### src/rtl/ysyx_041514_cache_mem_arbiter_pkg.sv
// Shared types for the cache/memory port arbiter.
// grant_o carries arb_state_e so the bridge and debug logic can decode it.
package ysyx_041514_cache_mem_arbiter_pkg;

    localparam int ARB_ADDR_W = 32;
    localparam int ARB_DATA_W = 64;

    typedef enum logic [1:0] {
        ARB_IDLE   = 2'b00,
        ARB_GNT_IC = 2'b01,
        ARB_GNT_DC = 2'b10
    } arb_state_e;

    typedef enum logic {
        LAST_IC = 1'b0,
        LAST_DC = 1'b1
    } last_e;

    function automatic arb_state_e rr_pick(
        input logic  ic,
        input logic  dc,
        input last_e last
    );
        if (ic && dc) begin
            if (last == LAST_IC) return ARB_GNT_DC;
            else                 return ARB_GNT_IC;
        end else if (ic) begin
            return ARB_GNT_IC;
        end else if (dc) begin
            return ARB_GNT_DC;
        end
        return ARB_IDLE;
    endfunction

endpackage

### src/rtl/ysyx_041514_cache_mem_arbiter_if.sv
// Cache-side and memory-side signals of the arbiter.
// master: the arbiter itself; slave: caches plus memory bridge.
interface ysyx_041514_cache_mem_arbiter_if #(
    parameter int ADDR_W = ysyx_041514_cache_mem_arbiter_pkg::ARB_ADDR_W,
    parameter int DATA_W = ysyx_041514_cache_mem_arbiter_pkg::ARB_DATA_W
);
    logic [ADDR_W-1:0] ic_raddr_i;
    logic              ic_raddr_valid_i;
    logic [7:0]        ic_rmask_i;
    logic [3:0]        ic_rsize_i;
    logic [7:0]        ic_rlen_i;
    logic              ic_rdata_ready_o;
    logic [DATA_W-1:0] ic_rdata_o;

    logic [ADDR_W-1:0] dc_addr_i;
    logic              dc_valid_i;
    logic              dc_wen_i;
    logic [7:0]        dc_mask_i;
    logic [3:0]        dc_size_i;
    logic [7:0]        dc_len_i;
    logic [DATA_W-1:0] dc_wdata_i;
    logic              dc_ready_o;
    logic [DATA_W-1:0] dc_rdata_o;

    logic [ADDR_W-1:0] mem_addr_o;
    logic              mem_valid_o;
    logic              mem_wen_o;
    logic [7:0]        mem_mask_o;
    logic [3:0]        mem_size_o;
    logic [7:0]        mem_len_o;
    logic [DATA_W-1:0] mem_wdata_o;
    logic              mem_ready_i;
    logic [DATA_W-1:0] mem_rdata_i;

    logic [1:0]        grant_o;

    modport master (
        input  ic_raddr_i, ic_raddr_valid_i, ic_rmask_i,
        input  ic_rsize_i, ic_rlen_i,
        output ic_rdata_ready_o, ic_rdata_o,
        input  dc_addr_i, dc_valid_i, dc_wen_i, dc_mask_i,
        input  dc_size_i, dc_len_i, dc_wdata_i,
        output dc_ready_o, dc_rdata_o,
        output mem_addr_o, mem_valid_o, mem_wen_o, mem_mask_o,
        output mem_size_o, mem_len_o, mem_wdata_o,
        input  mem_ready_i, mem_rdata_i,
        output grant_o
    );

    modport slave (
        output ic_raddr_i, ic_raddr_valid_i, ic_rmask_i,
        output ic_rsize_i, ic_rlen_i,
        input  ic_rdata_ready_o, ic_rdata_o,
        output dc_addr_i, dc_valid_i, dc_wen_i, dc_mask_i,
        output dc_size_i, dc_len_i, dc_wdata_i,
        input  dc_ready_o, dc_rdata_o,
        input  mem_addr_o, mem_valid_o, mem_wen_o, mem_mask_o,
        input  mem_size_o, mem_len_o, mem_wdata_o,
        output mem_ready_i, mem_rdata_i,
        input  grant_o
    );

endinterface

### src/rtl/ysyx_041514_cache_mem_arbiter.sv
// Round-robin arbiter sharing one memory port between icache and dcache.
// The port is locked for a whole burst; beats are counted against len.
module ysyx_041514_cache_mem_arbiter
    import ysyx_041514_cache_mem_arbiter_pkg::*;
#(
    parameter int ADDR_W = ARB_ADDR_W,
    parameter int DATA_W = ARB_DATA_W
) (
    input logic clk,
    input logic rst,
    ysyx_041514_cache_mem_arbiter_if.master bus
);

    arb_state_e state_q, state_d;
    last_e      last_q, last_d;
    logic [7:0] beat_cnt_q, beat_cnt_d;

    logic [ADDR_W-1:0] addr;
    logic              valid;
    logic              wen;
    logic [7:0]        mask;
    logic [3:0]        size;
    logic [7:0]        len;
    logic [DATA_W-1:0] wdata;
    logic              ic_ready;
    logic              dc_ready;
    logic [DATA_W-1:0] ic_rdata;
    logic [DATA_W-1:0] dc_rdata;
    logic              hs;

    always_ff @(posedge clk or negedge rst) begin
        if (!rst) begin
            state_q    <= ARB_IDLE;
            last_q     <= LAST_IC;
            beat_cnt_q <= '0;
        end else begin
            state_q    <= state_d;
            last_q     <= last_d;
            beat_cnt_q <= beat_cnt_d;
        end
    end

    always_comb begin
        state_d    = state_q;
        last_d     = last_q;
        beat_cnt_d = beat_cnt_q;
        addr       = '0;
        valid      = 1'b0;
        wen        = 1'b0;
        mask       = '0;
        size       = '0;
        len        = '0;
        wdata      = '0;
        ic_ready   = 1'b0;
        dc_ready   = 1'b0;
        ic_rdata   = '0;
        dc_rdata   = '0;
        hs         = 1'b0;

        unique case (state_q)
            ARB_IDLE: begin
                state_d = rr_pick(bus.ic_raddr_valid_i,
                                  bus.dc_valid_i, last_q);
                if (state_d == ARB_GNT_IC) begin
                    last_d     = LAST_IC;
                    beat_cnt_d = '0;
                end else if (state_d == ARB_GNT_DC) begin
                    last_d     = LAST_DC;
                    beat_cnt_d = '0;
                end
            end
            ARB_GNT_IC: begin
                addr     = bus.ic_raddr_i;
                valid    = bus.ic_raddr_valid_i;
                mask     = bus.ic_rmask_i;
                size     = bus.ic_rsize_i;
                len      = bus.ic_rlen_i;
                ic_ready = bus.mem_ready_i & valid;
                ic_rdata = bus.mem_rdata_i;
            end
            ARB_GNT_DC: begin
                addr     = bus.dc_addr_i;
                valid    = bus.dc_valid_i;
                wen      = bus.dc_wen_i;
                mask     = bus.dc_mask_i;
                size     = bus.dc_size_i;
                len      = bus.dc_len_i;
                wdata    = bus.dc_wdata_i;
                dc_ready = bus.mem_ready_i & valid;
                dc_rdata = bus.mem_rdata_i;
            end
            default: state_d = ARB_IDLE;
        endcase

        // valid is forced low in IDLE, so this only acts while granted
        hs = valid & bus.mem_ready_i;
        if (hs) begin
            if (beat_cnt_q == len) begin
                state_d    = ARB_IDLE;
                beat_cnt_d = '0;
            end else begin
                beat_cnt_d = beat_cnt_q + 8'd1;
            end
        end
    end

    assign bus.mem_addr_o       = addr;
    assign bus.mem_valid_o      = valid;
    assign bus.mem_wen_o        = wen;
    assign bus.mem_mask_o       = mask;
    assign bus.mem_size_o       = size;
    assign bus.mem_len_o        = len;
    assign bus.mem_wdata_o      = wdata;
    assign bus.ic_rdata_ready_o = ic_ready;
    assign bus.ic_rdata_o       = ic_rdata;
    assign bus.dc_ready_o       = dc_ready;
    assign bus.dc_rdata_o       = dc_rdata;
    assign bus.grant_o          = state_q;

endmodule

### src/flat_wrapper.sv
// flat-port wrapper written by rule: the top's interface ports become plain ports
module ysyx_041514_cache_mem_arbiter_flat import ysyx_041514_cache_mem_arbiter_pkg::*;
#(
    parameter int ADDR_W = ARB_ADDR_W,
    parameter int DATA_W = ARB_DATA_W
)
  (clk, rst, bus_ic_raddr_i, bus_ic_raddr_valid_i, bus_ic_rmask_i, bus_ic_rsize_i, bus_ic_rlen_i, bus_ic_rdata_ready_o, bus_ic_rdata_o, bus_dc_addr_i, bus_dc_valid_i, bus_dc_wen_i, bus_dc_mask_i, bus_dc_size_i, bus_dc_len_i, bus_dc_wdata_i, bus_dc_ready_o, bus_dc_rdata_o, bus_mem_addr_o, bus_mem_valid_o, bus_mem_wen_o, bus_mem_mask_o, bus_mem_size_o, bus_mem_len_o, bus_mem_wdata_o, bus_mem_ready_i, bus_mem_rdata_i, bus_grant_o);
  ysyx_041514_cache_mem_arbiter_if #(.ADDR_W(ADDR_W), .DATA_W(DATA_W)) bus_i ();
  input logic clk;
  input logic rst;
  input wire logic [$bits(bus_i.ic_raddr_i)-1:0] bus_ic_raddr_i;
  input wire logic [$bits(bus_i.ic_raddr_valid_i)-1:0] bus_ic_raddr_valid_i;
  input wire logic [$bits(bus_i.ic_rmask_i)-1:0] bus_ic_rmask_i;
  input wire logic [$bits(bus_i.ic_rsize_i)-1:0] bus_ic_rsize_i;
  input wire logic [$bits(bus_i.ic_rlen_i)-1:0] bus_ic_rlen_i;
  output wire logic [$bits(bus_i.ic_rdata_ready_o)-1:0] bus_ic_rdata_ready_o;
  output wire logic [$bits(bus_i.ic_rdata_o)-1:0] bus_ic_rdata_o;
  input wire logic [$bits(bus_i.dc_addr_i)-1:0] bus_dc_addr_i;
  input wire logic [$bits(bus_i.dc_valid_i)-1:0] bus_dc_valid_i;
  input wire logic [$bits(bus_i.dc_wen_i)-1:0] bus_dc_wen_i;
  input wire logic [$bits(bus_i.dc_mask_i)-1:0] bus_dc_mask_i;
  input wire logic [$bits(bus_i.dc_size_i)-1:0] bus_dc_size_i;
  input wire logic [$bits(bus_i.dc_len_i)-1:0] bus_dc_len_i;
  input wire logic [$bits(bus_i.dc_wdata_i)-1:0] bus_dc_wdata_i;
  output wire logic [$bits(bus_i.dc_ready_o)-1:0] bus_dc_ready_o;
  output wire logic [$bits(bus_i.dc_rdata_o)-1:0] bus_dc_rdata_o;
  output wire logic [$bits(bus_i.mem_addr_o)-1:0] bus_mem_addr_o;
  output wire logic [$bits(bus_i.mem_valid_o)-1:0] bus_mem_valid_o;
  output wire logic [$bits(bus_i.mem_wen_o)-1:0] bus_mem_wen_o;
  output wire logic [$bits(bus_i.mem_mask_o)-1:0] bus_mem_mask_o;
  output wire logic [$bits(bus_i.mem_size_o)-1:0] bus_mem_size_o;
  output wire logic [$bits(bus_i.mem_len_o)-1:0] bus_mem_len_o;
  output wire logic [$bits(bus_i.mem_wdata_o)-1:0] bus_mem_wdata_o;
  input wire logic [$bits(bus_i.mem_ready_i)-1:0] bus_mem_ready_i;
  input wire logic [$bits(bus_i.mem_rdata_i)-1:0] bus_mem_rdata_i;
  output wire logic [$bits(bus_i.grant_o)-1:0] bus_grant_o;
  assign bus_i.ic_raddr_i = bus_ic_raddr_i;
  assign bus_i.ic_raddr_valid_i = bus_ic_raddr_valid_i;
  assign bus_i.ic_rmask_i = bus_ic_rmask_i;
  assign bus_i.ic_rsize_i = bus_ic_rsize_i;
  assign bus_i.ic_rlen_i = bus_ic_rlen_i;
  assign bus_ic_rdata_ready_o = bus_i.ic_rdata_ready_o;
  assign bus_ic_rdata_o = bus_i.ic_rdata_o;
  assign bus_i.dc_addr_i = bus_dc_addr_i;
  assign bus_i.dc_valid_i = bus_dc_valid_i;
  assign bus_i.dc_wen_i = bus_dc_wen_i;
  assign bus_i.dc_mask_i = bus_dc_mask_i;
  assign bus_i.dc_size_i = bus_dc_size_i;
  assign bus_i.dc_len_i = bus_dc_len_i;
  assign bus_i.dc_wdata_i = bus_dc_wdata_i;
  assign bus_dc_ready_o = bus_i.dc_ready_o;
  assign bus_dc_rdata_o = bus_i.dc_rdata_o;
  assign bus_mem_addr_o = bus_i.mem_addr_o;
  assign bus_mem_valid_o = bus_i.mem_valid_o;
  assign bus_mem_wen_o = bus_i.mem_wen_o;
  assign bus_mem_mask_o = bus_i.mem_mask_o;
  assign bus_mem_size_o = bus_i.mem_size_o;
  assign bus_mem_len_o = bus_i.mem_len_o;
  assign bus_mem_wdata_o = bus_i.mem_wdata_o;
  assign bus_i.mem_ready_i = bus_mem_ready_i;
  assign bus_i.mem_rdata_i = bus_mem_rdata_i;
  assign bus_grant_o = bus_i.grant_o;
  ysyx_041514_cache_mem_arbiter #(.ADDR_W(ADDR_W), .DATA_W(DATA_W)) u_core (.clk(clk), .rst(rst), .bus(bus_i));
endmodule
### config.mk
export PLATFORM = sky130hd
export DESIGN_NAME = ysyx_041514_cache_mem_arbiter_flat
export DESIGN_NICKNAME = d
export VERILOG_FILES = /design/src/rtl/ysyx_041514_cache_mem_arbiter_pkg.sv /design/src/rtl/ysyx_041514_cache_mem_arbiter_if.sv /design/src/rtl/ysyx_041514_cache_mem_arbiter.sv /design/src/flat_wrapper.sv
export SDC_FILE = /design/constraint.sdc
export NUM_CORES = 1
export LEC_CHECK = 0
export ABC_AREA = 1
export CAP_MARGIN = 20
export CORE_AREA = 2 2 188 190
export CTS_CLUSTER_DIAMETER = 60
export DETAILED_ROUTE_END_ITERATION = 8
export DIE_AREA = 0 0 190 192
export PLACE_DENSITY = 0.39
export SLEW_MARGIN = 30
export SYNTH_ARGS = -nofsm -noshare
export SYNTH_HDL_FRONTEND = slang
export SYNTH_SLANG_ARGS = --single-unit
### constraint.sdc
create_clock -name clk -period 2.4 [get_ports clk]
set_input_delay 0.48 -clock clk [delete_from_list [all_inputs] [get_ports clk]]
set_output_delay 0.48 -clock clk [all_outputs]
set_load 0.01 [all_outputs]
After elaboration in Yosys (flattened, before gate mapping)
Cells that the tools add are included.
W data, S select, Z words.
{"block": "totals", "ff_bits": 11, "input_bits": 238, "wordCells": 51}
{"block": "op_classes", "addsub": 1, "eq_ne": 5, "muxes": 31, "bitwise": 3, "n_reduce_logical": 8}
{"operator": "$mux W64", "count": 3}
{"operator": "$pmux W32 S2", "count": 1}
{"operator": "$mux W8", "count": 5}
{"operator": "$pmux W8 S2", "count": 2}
{"operator": "$mux W2", "count": 8}
{"operator": "$mux W1", "count": 9}
{"operator": "$add A8 B1 Y8 const B", "count": 1}
{"operator": "$eq A8 B8 Y1", "count": 1}
{"operator": "$pmux W4 S2", "count": 1}
{"operator": "$eq A2 B1 Y1 const B", "count": 2}
{"operator": "$eq A2 B2 Y1 const B", "count": 2}
{"operator": "$pmux W2 S2", "count": 1}
{"operator": "$reduce_and A2 Y1", "count": 2}
{"operator": "$reduce_bool A2 Y1", "count": 2}
{"operator": "$and A1 B1 Y1", "count": 3}
{"operator": "$reduce_bool A3 Y1", "count": 1}
{"operator": "$logic_not A2 Y1", "count": 1}
{"operator": "$pmux W1 S2", "count": 1}
{"operator": "$reduce_or A2 Y1", "count": 1}
{"operator": "$logic_and A1 B1 Y1", "count": 1}

Longest topological paths before layout
Gate-level depths: netlist of run 1.
{"block": "logic_depth", "word_depth": 11, "ltp_mapped": 14}

Worst setup path after synthesis of run 1
No wires, ideal clock.
{"block": "synth_timing", "path_kind": "reg2out", "startpoint": "reg u_core.state_q[1], in the netlist u_core.bus.grant_o[1]", "endpoint": "out bus_mem_addr_o[0]", "arrival_time_ns": 1.491, "setup_slack_ns": 0.429, "stages_incl_launch_ff": 8, "n_path_buf": 3, "path_cell_list": "dfrtp_1 > inv_1 > ha_1 > buf_4 > buf_6 > clkbuf_1 > nand2_1 > a21oi_1"}
{"block": "synth_between", "elab_chain_cells": 2, "elab_cells_between_ends": 3}
{"item": "start, declared", "line": "ysyx_041514_cache_mem_arbiter.sv:14", "rtl": "arb_state_e state_q, state_d;"}
{"item": "start signal, assigned", "line": "ysyx_041514_cache_mem_arbiter.sv:37", "rtl": "state_q <= state_d;"}
{"item": "$eq A2 B2 Y1 or $eq A2 B1 Y1 (tied branches)", "line": "ysyx_041514_cache_mem_arbiter.sv:60", "rtl": "unique case (state_q)"}
{"item": "$pmux W32 S2 *", "line": "ysyx_041514_cache_mem_arbiter.sv:60"}
{"item": "end, declared", "line": "flat_wrapper.sv:27", "rtl": "output wire logic [$bits(bus_i.mem_addr_o)-1:0] bus_mem_addr_o;"}
Mark *: on every way between the ends. The rest lies on a longest branch, timed or not.

Worst setup path after layout of run 1
{"block": "layout_timing", "startpoint": "reg u_core.state_q[0], in the netlist u_core.bus.grant_o[0]", "endpoint": "out bus_mem_len_o[6]"}
{"block": "layout_between", "elab_chain_cells": 2, "elab_cells_between_ends": 3}
{"item": "$eq A2 B2 Y1 or $eq A2 B1 Y1 (tied branches)", "line": "ysyx_041514_cache_mem_arbiter.sv:60"}
{"item": "$pmux W8 S2 *", "line": "ysyx_041514_cache_mem_arbiter.sv:60"}
{"item": "end, declared", "line": "flat_wrapper.sv:32", "rtl": "output wire logic [$bits(bus_i.mem_len_o)-1:0] bus_mem_len_o;"}
Marked as above.

==> flow_metrics.tcl, run 1 <==
set metrics [dict create \
    status "complete, no violations" \
    multiInputGateArea_um2 1972 \
    min_path_cells 2 \
    start_util_pct 9.429 \
    cts.clk_slew.worst_paths_ps 40 \
    start_kind "flop" \
    hold_ws_ps 502.6 \
    rr_worst_depth 11 \
    cp-end-kind "output pin" \
    final_antenna_net_count 0 \
    area_growth_pct 191.3 \
    clock_path_buffers 2 \
    clk_latency_ps 240 \
    ys_ff_latch 11 \
    r2r-start "u_core.bus.grant_o[0]" \
    maxSlewHeadroom_pct 64.40 \
    track_usage_pct 13.00 \
    gp_congestion 0.8230 \
    power.total_uw 8404 \
    synth_area_per_cell_um2 4.393 \
    drc_errors 0 \
    syn_nets 979 \
    drive_gt1_share_pct 8.380 \
    worst_pin_slew_ps 532.3 \
    grt_max_degree 45 \
    dr.pass1.iters 4 \
    cp_max_fo 6 \
    critical_path_class "flop to output pin" \
    io_buffers 487 \
    routed_via_density 3.406 \
    r2r_setup_slack_ps 410 \
    drt_wl_total_mm 26.66 \
    dp_hpwl_mm 20.91 \
    first_iter_violations 153 \
    nets 1497 \
    p_leak_uw 0.007044 \
    cts_tree "built" \
    dieArea_um2 36480 \
    fin_tns_setup_ps 0 \
    placementRows 68 \
    grt_pass1_wl_mm 36.04 \
    fp.dieW_um 190 \
    root_buffer "clkbuf_16" \
    drv_cap 0 \
    grt_antenna_before_repair 3 \
    nFillCells 3883 \
    fmax_ghz 0.4260 \
    ys_seq_area_share_pct 8.514 \
    postCtsHoldBufs 0 \
    yosys_warnings 0 \
    postSynthCellCount 736 \
    io_pins 488 \
    htree_levels 1 \
    setup_violations 0 \
    p_per_area_nw_per_um2 892.5 \
    period_share_pct 97.82 \
    cts_made_buffers 3 \
    synth_area_um2 3233 \
    cp.required_ps 1920 \
    period_minus_slack_ps 2348 \
    die_h_um 192 \
    hold_class "flop to flop" \
    cts_sinks 11 \
    cp_data_arrival_time_ps 1870 \
    wl_per_cell_um 15.60 \
    vias 5820 \
    peakVddDrop_uv 418.2 \
    core_um2 34290 \
    cp-startpoint "u_core.bus.grant_o[0]" \
    seqCellArea_um2 275.3 \
    yosys.cell_types.count 25 \
    hp-start "u_core.last_q" \
    grt-ovfl-total 0 \
    fin_skew_ps 4.375 \
    hold_violations 0 \
    slew_violations 0 \
    first_global_vias 5631 \
    rsz0062_at_grt "true" \
]
-- area by class of cell --
type                            instances  share of cell area [%]
Timing Repair Buffer                  552                   60.16
Multi-Input combinational cell        460                   20.94
Inverter                              226                   9.062
Tap cell                              455                   6.046
Sequential cell                        11                   2.923
Clock buffer                            4                  0.8371
Antenna cell                            1                 0.02657
-- worst paths after layout --
| check | to |
|---|---|
| setup / recovery | bus_mem_len_o[6] |
| max in group asynchronous | u_core.beat_cnt_q[2] |
| hold reg to reg | u_core.last_q |
| setup reg to reg | u_core.beat_cnt_q[5] |
| min in group asynchronous | u_core.beat_cnt_q[4] |
| hold / removal | u_core.last_q |
-- cells in the mapped netlist --
cell type / number / area share [%]
nand2_1: 367 / 43
nand3_2: 1 / 0.31
nand2_2: 3 / 0.58
nor2_2: 1 / 0.19
nor2_1: 10 / 1.2
buf_4: 3 / 0.70
nor4_1: 1 / 0.19
a31oi_1: 1 / 0.19
inv_2: 2 / 0.23
dfrtp_1: 11 / 8.5
clkbuf_1: 13 / 1.5
a21oi_4: 1 / 0.50
o21ai_1: 1 / 0.15
nor2_4: 1 / 0.35
nand2_4: 2 / 0.70
inv_1: 224 / 26
nor3_2: 1 / 0.31
o21ai_0: 3 / 0.46
buf_2: 17 / 2.6
buf_1: 4 / 0.46
a21oi_1: 49 / 7.6
nor3_1: 3 / 0.46
nand3_1: 10 / 1.5
ha_1: 5 / 1.9
buf_6: 2 / 0.70
-- cell usage in the layout (no fill, tap or decap), types with 5 or more instances in the layout --
master	synthesis	final
buf_6	2	7
a21oi_1	49	44
buf_4	3	39
dlymetal6s2s_1	0	79
a21oi_2	0	5
clkbuf_16	0	7
nand2_1	367	367
inv_1	224	222
nand3_1	10	10
dfrtp_1	11	11
clkbuf_2	0	13
dlygate4sd2_1	0	143
clkdlybuf4s15_1	0	8
clkdlybuf4s50_1	0	242
nor2_1	10	10
buf_12	0	8
-- stage by stage --
| step | std cells | util [%] | setup WS (ps) | area (µm²) |
|---|---|---|---|---|
| after floorplan | 736 | - | 429.0 | 3233 |
| after global placement | 1672 | 25.86 | 5.829 | 8866 |
| after detailed placement | 1672 | 25.86 | 0.7832 | 8866 |
| after CTS | 1689 | 26.26 | -117.3 | 9004 |
| after global routing | 1709 | 27.46 | -43.63 | 9417 |
| final | 1709 | 27.46 | 52.34 | 9417 |
-- where the power goes --
group	leakage, µW	switching [µW]	internal [µW]
registers	0.000147	37.5	226
logic	0.00686	4080	3750
clock network	0.0000382	85.4	223
-- logic make-up after synthesis --
kind of cell	count (synthesis)	synth area share (%)
compound gates	55	8.901
flops	11	8.514
fa+ha+maj	5	1.935
simple gates	400	48.41
buf+inv	265	32.24
-- metal layers --
metal | part of all wire (%) | global-route usage (%)
met5 | 0.10 | 0
met4 | 0.69 | 1.371
met3 | 6.1 | 2.266
met2 | 53 | 25.15
met1 | 41 | 15.26
-- what timing repair did --
action                     4_1_cts  5_1_grt
setup endpoints to repair      190       93
pin swaps                        1        2
resized for setup              190      117
gates cloned                     4        5
setup buffers                    9       14
-- critical path, cell delays in order, from the launching register on --
cell	delay [ps]
dfrtp_1	380
buf_4	160
ha_4	190
buf_4	150
clkbuf_16	160
buf_4	130
nand2_2	60
nand2_2	60
nand2_2	60
inv_1	40
clkdlybuf4s15_1	250
-- flip-flops by register name, summed over array words and instances, names as in the netlist --
name and flops:
u_core.beat_cnt_q 8, u_core.bus.grant_o 2, u_core.last_q 1
No activity file was read; power rests on OpenSTA's default activity.
==> run 2, diff against run 1 <==
Settings changed: MAX_ROUTING_LAYER set to met4.
==> flow_metrics.tcl, run 2 (synthesized netlist as in run 1, its figures left out) <==
set metrics [dict create \
    status "complete, no violations" \
    wl_per_cell_um 15.61 \
    slew_violations 0 \
    largest_register_ff_count 8 \
    grt_antenna_before_repair 3 \
    r2r-start "u_core.bus.grant_o[0]" \
    cts_made_buffers 3 \
    io_buffers 487 \
    final_cell_count_no_fill 1709 \
    core_um2 34290 \
    routed_via_density 3.410 \
    p_per_area_nw_per_um2 889.8 \
    layout_common_cells "nand2_1 (366), clkdlybuf4s50_1 (242), inv_1 (222)" \
    period_share_pct 98.12 \
    hold_ws_ps 504.2 \
    dr.pass1.iters 4 \
    grt_pass1_wl_mm 36.02 \
    start_util_pct 9.429 \
    postCtsHoldBufs 0 \
    dp_hpwl_mm 20.91 \
    cts_sinks 11 \
    cp_data_arrival_time_ps 1870 \
    nets 1495 \
    cp-end-kind "output pin" \
    rr_worst_depth 11 \
    vias 5827 \
    placedCellCount 1672 \
    grt-ovfl-total 0 \
    drc_errors 0 \
    r2r_end "u_core.beat_cnt_q[5]" \
    area_growth_pct 190.8 \
    drv_cap 0 \
    final_util_pct 27.42 \
    fmax_ghz 0.4247 \
    gp_congestion 0.8354 \
    placed_cell_area_um2 8866 \
    final_antenna_net_count 0 \
    hold_violations 0 \
    fp.dieW_um 190 \
    period_minus_slack_ps 2355 \
    r2r_setup_slack_ps 400 \
    final_common_cell "nand2_1" \
    cts_tree "built" \
    top_register "u_core.beat_cnt_q" \
    cp_max_fo 6 \
    nFillCells 3882 \
    dieArea_um2 36480 \
    track_usage_pct 13.37 \
    drt_wl_total_mm 26.67 \
    clock_path_buffers 2 \
    clk_latency_ps 240 \
    first_iter_violations 141 \
    design_area_um2 9402 \
    peakVddDrop_uv 418.3 \
    placementRows 68 \
    cp-startpoint "u_core.bus.grant_o[0]" \
    root_buffer "clkbuf_16" \
    critical_path_class "flop to output pin" \
    start_kind "flop" \
    worst_pin_slew_ps 563.2 \
    cts.clk_slew.worst_paths_ps 40 \
    p_leak_uw 0.007027 \
    first_global_vias 5628 \
    rsz0062_at_grt "true" \
    maxSlewHeadroom_pct 62.34 \
    die_h_um 192 \
    setup_violations 0 \
    htree_levels 1 \
    hold_class "flop to flop" \
    io_pins 488 \
    crit_end "bus_mem_len_o[6]" \
    grt_max_degree 45 \
    cp.required_ps 1920 \
    fin_skew_ps 4.606 \
    drive_gt1_share_pct 8.153 \
]
==> run 2: cell count changes in the layout (fill, tap and decap cells not counted) <==
cell             before  now
clkbuf_2             13   11
clkdlybuf4s15_1       8   10
diode_2               1    3
buf_4                39   38
clkbuf_16             7    6
nand2_1             367  366
nand2_2               3    4
==> run 2: area by class of cell <==
type                    count  area (µm²)  share of cell area [%]
repair buffers            550        5643                   60.02
clock buffers               4       78.83                  0.8384
multi-input cells         460        1974                   21.00
inverters                 226       853.3                   9.076
diodes                      3       7.507                 0.07985
flip-flops and latches     11       275.3                   2.928
well taps                 455       569.3                   6.055
==> run 2: worst min-delay path by stage <==
stage	from	cells past startpoint	endpoint
CTS	u_core.last_q	2	u_core.last_q
detailed placement	u_core.last_q	2	u_core.last_q
global placement	u_core.beat_cnt_q[7]	2	u_core.beat_cnt_q[7]
global route	u_core.last_q	2	u_core.last_q
floorplan	rst	0	u_core.beat_cnt_q[0]
finish	u_core.last_q	2	u_core.last_q
==> run 2: power by group <==
part           total, µW  internal (µW)  switching, µW
Sequential           264            226           38.1
Clock                309            223           85.8
Combinational       7790           3710           4080
Total               8370           4160           4200
==> run 2: per-layer routing <==
metal  GRT usage [%]  vias up  wire length, µm  share of wire (%)
met3           2.302       11             1555                5.8
met1           15.24     2520            10930                 41
met2           25.14      220            14000                 53
met4           1.371        0              179               0.67
met5               -        -                0                  0
li1                -     3076                -                  -
==> run 2: metrics by stage <==
stage | power, µW | TNS, ps | setup WS [ps]
3_3_place_gp | 7909 | 0 | 5.829
6_report | 8365 | 0 | 45.16
5_1_grt | 9150 | -53.85 | -47.19
2_1_floorplan | 3434 | 0 | 429.0
4_1_cts | 8194 | -1170 | -117.3
3_5_place_dp | 7856 | 0 | 0.7832
==> run 2: repair_timing <==
item,in CTS,in global routing
gates cloned,4,4
pin swaps,1,2
setup endpoints to repair,190,93
resized for setup,190,116
buffers inserted,9,13
==> run 2: critical path: stages (launching register included) <==
cell             delay (ps)
dfrtp_1                 380
buf_4                   160
ha_4                    190
buf_4                   150
clkbuf_16               160
buf_4                   130
nand2_2                  60
nand2_2                  60
nand2_2                  60
inv_1                    40
clkdlybuf4s15_1         250
